<file path="src/rtl/bitscan_encoder.sv">
// bitscan_encoder: accepts a WIDTH-bit request vector and serialises its set
// bits as handshaked beats (binary index + one-hot), in priority order.
// An all-zero vector yields a single beat flagged with out_zero.
module bitscan_encoder #(
   parameter int WIDTH     = 8,
   parameter bit PRIO_HIGH = 1'b0,
   localparam int IDXW     = $clog2(WIDTH)
) (
   input  logic              clk,
   input  logic              rst,
   input  logic              in_valid,
   output logic              in_ready,
   input  logic [WIDTH-1:0]  in_vec,
   output logic              out_valid,
   input  logic              out_ready,
   output logic [IDXW-1:0]   out_idx,
   output logic [WIDTH-1:0]  out_onehot,
   output logic [IDXW:0]     out_seq,
   output logic              out_last,
   output logic              out_zero
);

   typedef enum logic {IDLE, SCAN} state_t;

   state_t            state_q, state_d;
   logic [WIDTH-1:0]  pending_q, pending_d;
   logic [IDXW:0]     seq_q, seq_d;
   logic              zero_q, zero_d;

   logic              sel_found;
   logic [IDXW-1:0]   sel_idx;
   logic [WIDTH-1:0]  sel_onehot;
   logic              sel_last;
   logic              scan;

   // State registers: async reset discards any in-flight vector.
   always_ff @(posedge clk or posedge rst) begin
      if (rst) begin
         state_q   <= IDLE;
         pending_q <= '0;
         seq_q     <= '0;
         zero_q    <= 1'b0;
      end else begin
         state_q   <= state_d;
         pending_q <= pending_d;
         seq_q     <= seq_d;
         zero_q    <= zero_d;
      end
   end

   // Priority select over pending: the last match in scan order wins, so
   // scanning low-to-high picks the highest bit and high-to-low the lowest.
   always_comb begin
      sel_found = 1'b0;
      sel_idx   = '0;
      for (int unsigned k = 0; k < WIDTH; k++) begin
         int unsigned b;
         b = PRIO_HIGH ? k : (WIDTH - 1 - k);
         if (pending_q[b]) begin
            sel_found = 1'b1;
            sel_idx   = IDXW'(b);
         end
      end
      sel_onehot = sel_found ? (WIDTH'(1) << sel_idx) : '0;
      sel_last   = ((pending_q & ~sel_onehot) == '0);
   end

   // Next-state logic: load on accept, retire one selected bit per beat.
   always_comb begin
      state_d   = state_q;
      pending_d = pending_q;
      seq_d     = seq_q;
      zero_d    = zero_q;
      unique case (state_q)
         IDLE: begin
            if (in_valid) begin
               pending_d = in_vec;
               seq_d     = '0;
               zero_d    = (in_vec == '0);
               state_d   = SCAN;
            end
         end
         SCAN: begin
            if (out_ready) begin
               pending_d = pending_q & ~sel_onehot;
               if (sel_last) begin
                  seq_d   = '0;
                  zero_d  = 1'b0;
                  state_d = IDLE;
               end else begin
                  seq_d = seq_q + (IDXW+1)'(1);
               end
            end
         end
         default: state_d = IDLE;
      endcase
   end

   // Outputs decoded from registered state only; forced to zero outside SCAN.
   always_comb begin
      scan       = (state_q == SCAN);
      in_ready   = !scan;
      out_valid  = scan;
      out_idx    = scan ? sel_idx    : '0;
      out_onehot = scan ? sel_onehot : '0;
      out_seq    = scan ? seq_q      : '0;
      out_last   = scan && sel_last;
      out_zero   = scan && zero_q;
   end

endmodule

</file>
<file path="config.mk">
export PLATFORM = sky130hd
export DESIGN_NAME = bitscan_encoder
export DESIGN_NICKNAME = d
export VERILOG_FILES = /design/src/rtl/bitscan_encoder.sv
export SDC_FILE = /design/constraint.sdc
export NUM_CORES = 1
export LEC_CHECK = 0
export CAP_MARGIN = 20
export CORE_UTILIZATION = 45
export CTS_CLUSTER_DIAMETER = 30
export CTS_CLUSTER_SIZE = 20
export DETAILED_ROUTE_END_ITERATION = 8
export PLACE_DENSITY = 0.81
export SETUP_SLACK_MARGIN = 0.4
export SLEW_MARGIN = 15
export SYNTH_ARGS = -nofsm -noshare
export SYNTH_HDL_FRONTEND = slang
export SYNTH_SLANG_ARGS = --single-unit
</file>
<file path="constraint.sdc">
create_clock -name clk -period 2.8 [get_ports clk]
set_clock_uncertainty 0.2 [all_clocks]
set_input_delay 0.56 -clock clk [delete_from_list [all_inputs] [get_ports clk]]
set_output_delay 0.56 -clock clk [all_outputs]
set_load 0.1 [all_outputs]
</file>
Word-level counts from Yosys, hierarchy flattened
Index checks and enable logic that the tools add are counted.
- $add $sub $neg: 1
- equal/unequal tests: 3
- shifts and indexed selects: 1
- mux-type cells: 35
- bitwise operators: 3
- reduce and logical (&&, ||, !) cells: 7
- operators with widths (cell ; count):
    two-way mux 8 bit ; 4
    two-way mux 3 bit ; 9
    logical NOT 8 bit ; 2
    two-way mux 4 bit ; 4
    case mux 8 bit (2 select lines) ; 1
    two-way mux 1 bit ; 14
    bitwise AND 8 bit ; 1
    NOT 8 bit ; 1
    case mux 4 bit (2 select lines) ; 1
    << shifter 1 x 3 -> 8 bit, first input constant ; 1
    adder 4 x 1 -> 4 bit, second input constant ; 1
    != test 2 bit, second input constant ; 2
    case mux 1 bit (2 select lines) ; 2
    AND reduction 3 bit ; 1
    logical AND 1 bit ; 2
    != test 2 x 1 -> 1 bit, second input constant ; 1
    AND reduction 2 bit ; 1
    logical NOT 1 bit ; 1
    NOT 1 bit ; 1
- register bits after elaboration: 14
- input port bits: 12
- output and inout port bits: 19
- logic and storage cells: 54

Logic depth before layout (Yosys ltp)
- depth after elaboration: 16
- gate-level depth with buffers: 6
- depth with buffers taken out: 5

Worst setup path before layout
Ideal clock, no wire load.
- path type: register to output
- from: register state_q (netlist: out_valid)
- to: output port out_last
- arrival: 4.053 ns
- required time: 2.040 ns
- path slack: -2.013 ns
- stages on the path, launching flop included: 4
- buffers on the path: 1
- path through: dfrtp_1 buf_1 inv_1 nor3_1
- longest elaborated chain between the ends: 1
- RTL lines (what ; line ; RTL):
    start, declared ; 25 ; state_t state_q, state_d;
    start signal, assigned ; 44 ; state_q <= state_d;
    logical AND 1 bit ; 107 ; out_last = scan && sel_last;
    end, declared ; 19 ; output logic out_last,
Every way passes these cells.

Worst setup path in the final report
- from: register pending_q[5]
- to: output port out_last
- longest elaborated chain between the ends: 12
- elaborated cells between the ends (all ways): 18
- classes of those cells: shift (1); mux (13); bitwise (2); reduce/logical (2)
- RTL lines (what ; line ; RTL):
    start, declared ; 26 ; logic [WIDTH-1:0] pending_q, pending_d;
    start signal, assigned ; 45 ; pending_q <= pending_d;
    two-way mux 3 bit (6 in a row) ; 59 ; if (pending_q[b]) begin
    << shifter 1 x 3 -> 8 bit ; 64 ; sel_onehot = sel_found ? (WIDTH'(1) << sel_idx) : '0;
    two-way mux 8 bit ; 64 ;
    NOT 8 bit ; 65 ; sel_last = ((pending_q & ~sel_onehot) == '0);
    bitwise AND 8 bit * ; 65 ;
    logical NOT 8 bit * ; 65 ;
    logical AND 1 bit * ; 107 ;
Every way passes the cells marked *; elsewhere a longest branch is shown, timed or not.

==> results.toml <==
[outcome]
status = "finished, final reports clean"

[setup_path]
reg2reg_depth = 6
path_max_fanout = 3
reg2reg_to = "out_valid$_DFF_PP0_"
slowest_stage = "or4_4"
cp-end-kind = "primary output"
crit_type = "flop to primary output"
worst_path_dominant_cell_family = "simple AND/OR/NAND/NOR gates"
start_kind = "flop"
worst-path-stages = 5
worstPathCellList = "or4_4, a2111oi_4, nor2_4, nor3_4, buf_12"
r2r-start = "pending_q[5]$_DFFE_PP0P_"
rrSetupSlack_ns = 0.63
cp.buffers_inverters = 1
cp.arrival_ns = 1.99
slowest_delay_ns = 0.57
critPathRequiredTime_ns = 2.04

[sta]
timing.fmax_mhz = 363.5
worst_slack_ns = 0.04933
tightest_slew_ns = 0.5827
min_period_ns = 2.751
finalSetupTns_ns = 0
hold_viol = 0
slew_viol_final = 0
max-slew-margin-rel = 0.6115
period_share = 0.9824
finalSetupViolations = 0
rsz0062_at_grt = "true"

[global_route]
overflow = 0
grt_max_degree = 25
grt_usage = 0.2936
first_global_vias = 1007
antenna_found_initial = 0
grt_pass1_wl_mm = 4.657

[detailed_routing]
wl_met3_um = 190
viasPerCell = 6.011
firstDrtPassIters = 4
vias = 1106
wl_per_cell_um = 16.37
routedLengthMet1_mm = 1.283
drt_iter0_markers = 34
drt-total-wl_mm = 3.012
top_layer_used = "met4"
remaining_drc_errors = 0
met2_length_mm = 1.444
drtAntennaViolNets = 0

[clock_network]
cts_tree = "done"
clk_pin_slew_worst_paths_ns = 0.08
cts.htree.levels = 1
cts.sinks = 14
clk-insertion-delay-late_ns = 0.28
hold_buffers = 0
cts_inserted_buffers = 3
cts-root-buf = "clkbuf_4"
cts_max_path_buffers = 2

[worst_hold_path]
hold_depth = 2
min_from = "seq_q[3]$_DFFE_PP0P_"
hp-class = "flop to flop"
holdPathEnd = "seq_q[3]$_DFFE_PP0P_"

[layout]
drive_gt1_frac = 0.4522
num_antenna_cells = 0
nets = 171
layout_commonest_cell = "buf_4"
synthToLayoutAreaGrowth_pct = 73.99
final_cell_mix = "buf_4 (20), buf_12 (12), clkdlybuf4s50_1 (11)"
nFillCells = 106
final_util = 0.8447

[placed_design]
place_ws_ns = 0.1396
place.gp.congestion = 0.8664
dpl.hpwl_mm = 2.106
io_buffers = 30

[floorplan]
io_pins = 31
dieArea_um2 = 2327
core-area_um2 = 1982
rows = 16
start_util = 0.4855
die_y_um = 48.24
die_w_um = 48.24

[synth]
syn_nets = 127
syn-cell-area_um2 = 962.2
ys_seq_area_frac = 0.3641
synth_ff_type = "dfrtp_1"
synth_edf_count = 0
synth_top_area_frac = 0.3641
async_flop_share = 1.000
yosysTopAreaCell = "dfrtp_1"
synth_warnings = 0
avgSynthCellArea_um2 = 8.440
syn_inst = 114
synth.distinct_cells = 35
ys_top_cells_by_area = "dfrtp_1 (36%), a22o_1 (5.5%), o21ai_0 (4.7%)"
ys_ff_latch = 14

[run]
cap_violations = 0
## cells in the mapped netlist (2+ instances only)
library cell  instances
o21ai_0               9
dfrtp_1              14
o41ai_1               2
a22o_1                6
o21bai_1              2
nand2_1               8
nor2_1               11
nand2b_1              2
nor3b_1               2
nor2b_1               2
nand3_1               3
nor3_1                5
and2_1                6
or2_2                 2
and3_1                3
inv_1                 7
a21o_1                2
nor4_1                2
clkbuf_1              2
o21ai_1               2
a21oi_1               8
## per-layer routing
| layer | vias up | track usage |
|---|---|---|
| li1 | 505 | - |
| met1 | 533 | 0.4014 |
| met2 | 58 | 0.4613 |
| met3 | 10 | 0.02222 |
| met4 | 0 | 0.1611 |
| met5 | - | 0 |
## worst min-delay path: stages, from the launching register on
cell and delay, ns:
dfrtp_1 0.38, nand2_1 0.05, o21ai_1 0.06
## state kept, by name (all words and copies together), names as in the netlist
| name | cells |
|---|---|
| pending_q | 8 |
| zero_q | 1 |
| out_valid | 1 |
| seq_q | 4 |
## cell type report
cell class / instances / area [um2] / share of cell area
sequential: 14 / 357.8 / 0.2138
clock buffer: 4 / 36.28 / 0.02167
tap: 27 / 33.78 / 0.02018
timing repair buffer: 43 / 500.5 / 0.2990
inverter: 7 / 30.03 / 0.01794
multi-input combinational: 89 / 715.7 / 0.4275
## cells by family after synthesis
| kind of cell | Yosys count | share of synthesized area |
|---|---|---|
| adders and majority gates | 2 | 0.02341 |
| buffers and inverters | 11 | 0.05072 |
| and+or+nand+nor | 49 | 0.2666 |
| DFF | 14 | 0.3641 |
| AOI/OAI and AO/OA | 38 | 0.2952 |
## per-stage QoR
stage	cells	hold WS, ns	cell area (um2)
floorplan	114	0.2492	1087
global route	184	0.3776	1674
detailed placement	173	0.3234	1539
CTS	183	0.3429	1667
global placement	173	0.3055	1539
finish	184	0.3328	1674
## worst max path at each step
stage                        startpoint        to  slack, ns
2_1_floorplan       out_valid$_DFF_PP0_  out_last      -0.26
3_3_place_gp   pending_q[5]$_DFFE_PP0P_  out_last       0.18
3_5_place_dp   pending_q[5]$_DFFE_PP0P_  out_last       0.14
4_1_cts        pending_q[5]$_DFFE_PP0P_  out_last       0.04
5_1_grt        pending_q[5]$_DFFE_PP0P_  out_last      -0.02
6_report       pending_q[5]$_DFFE_PP0P_  out_last       0.05
## what timing repair did
action | in CTS | in global routing
buffers inserted | 6 | 1
gates resized for setup | 13 | 0
pin swaps | 4 | 0
setup endpoints to repair | 9 | 7
Power is left out: the tool's default activity adds up to more than one toggle a clock period on the data nets, which glitch-free logic cannot reach.
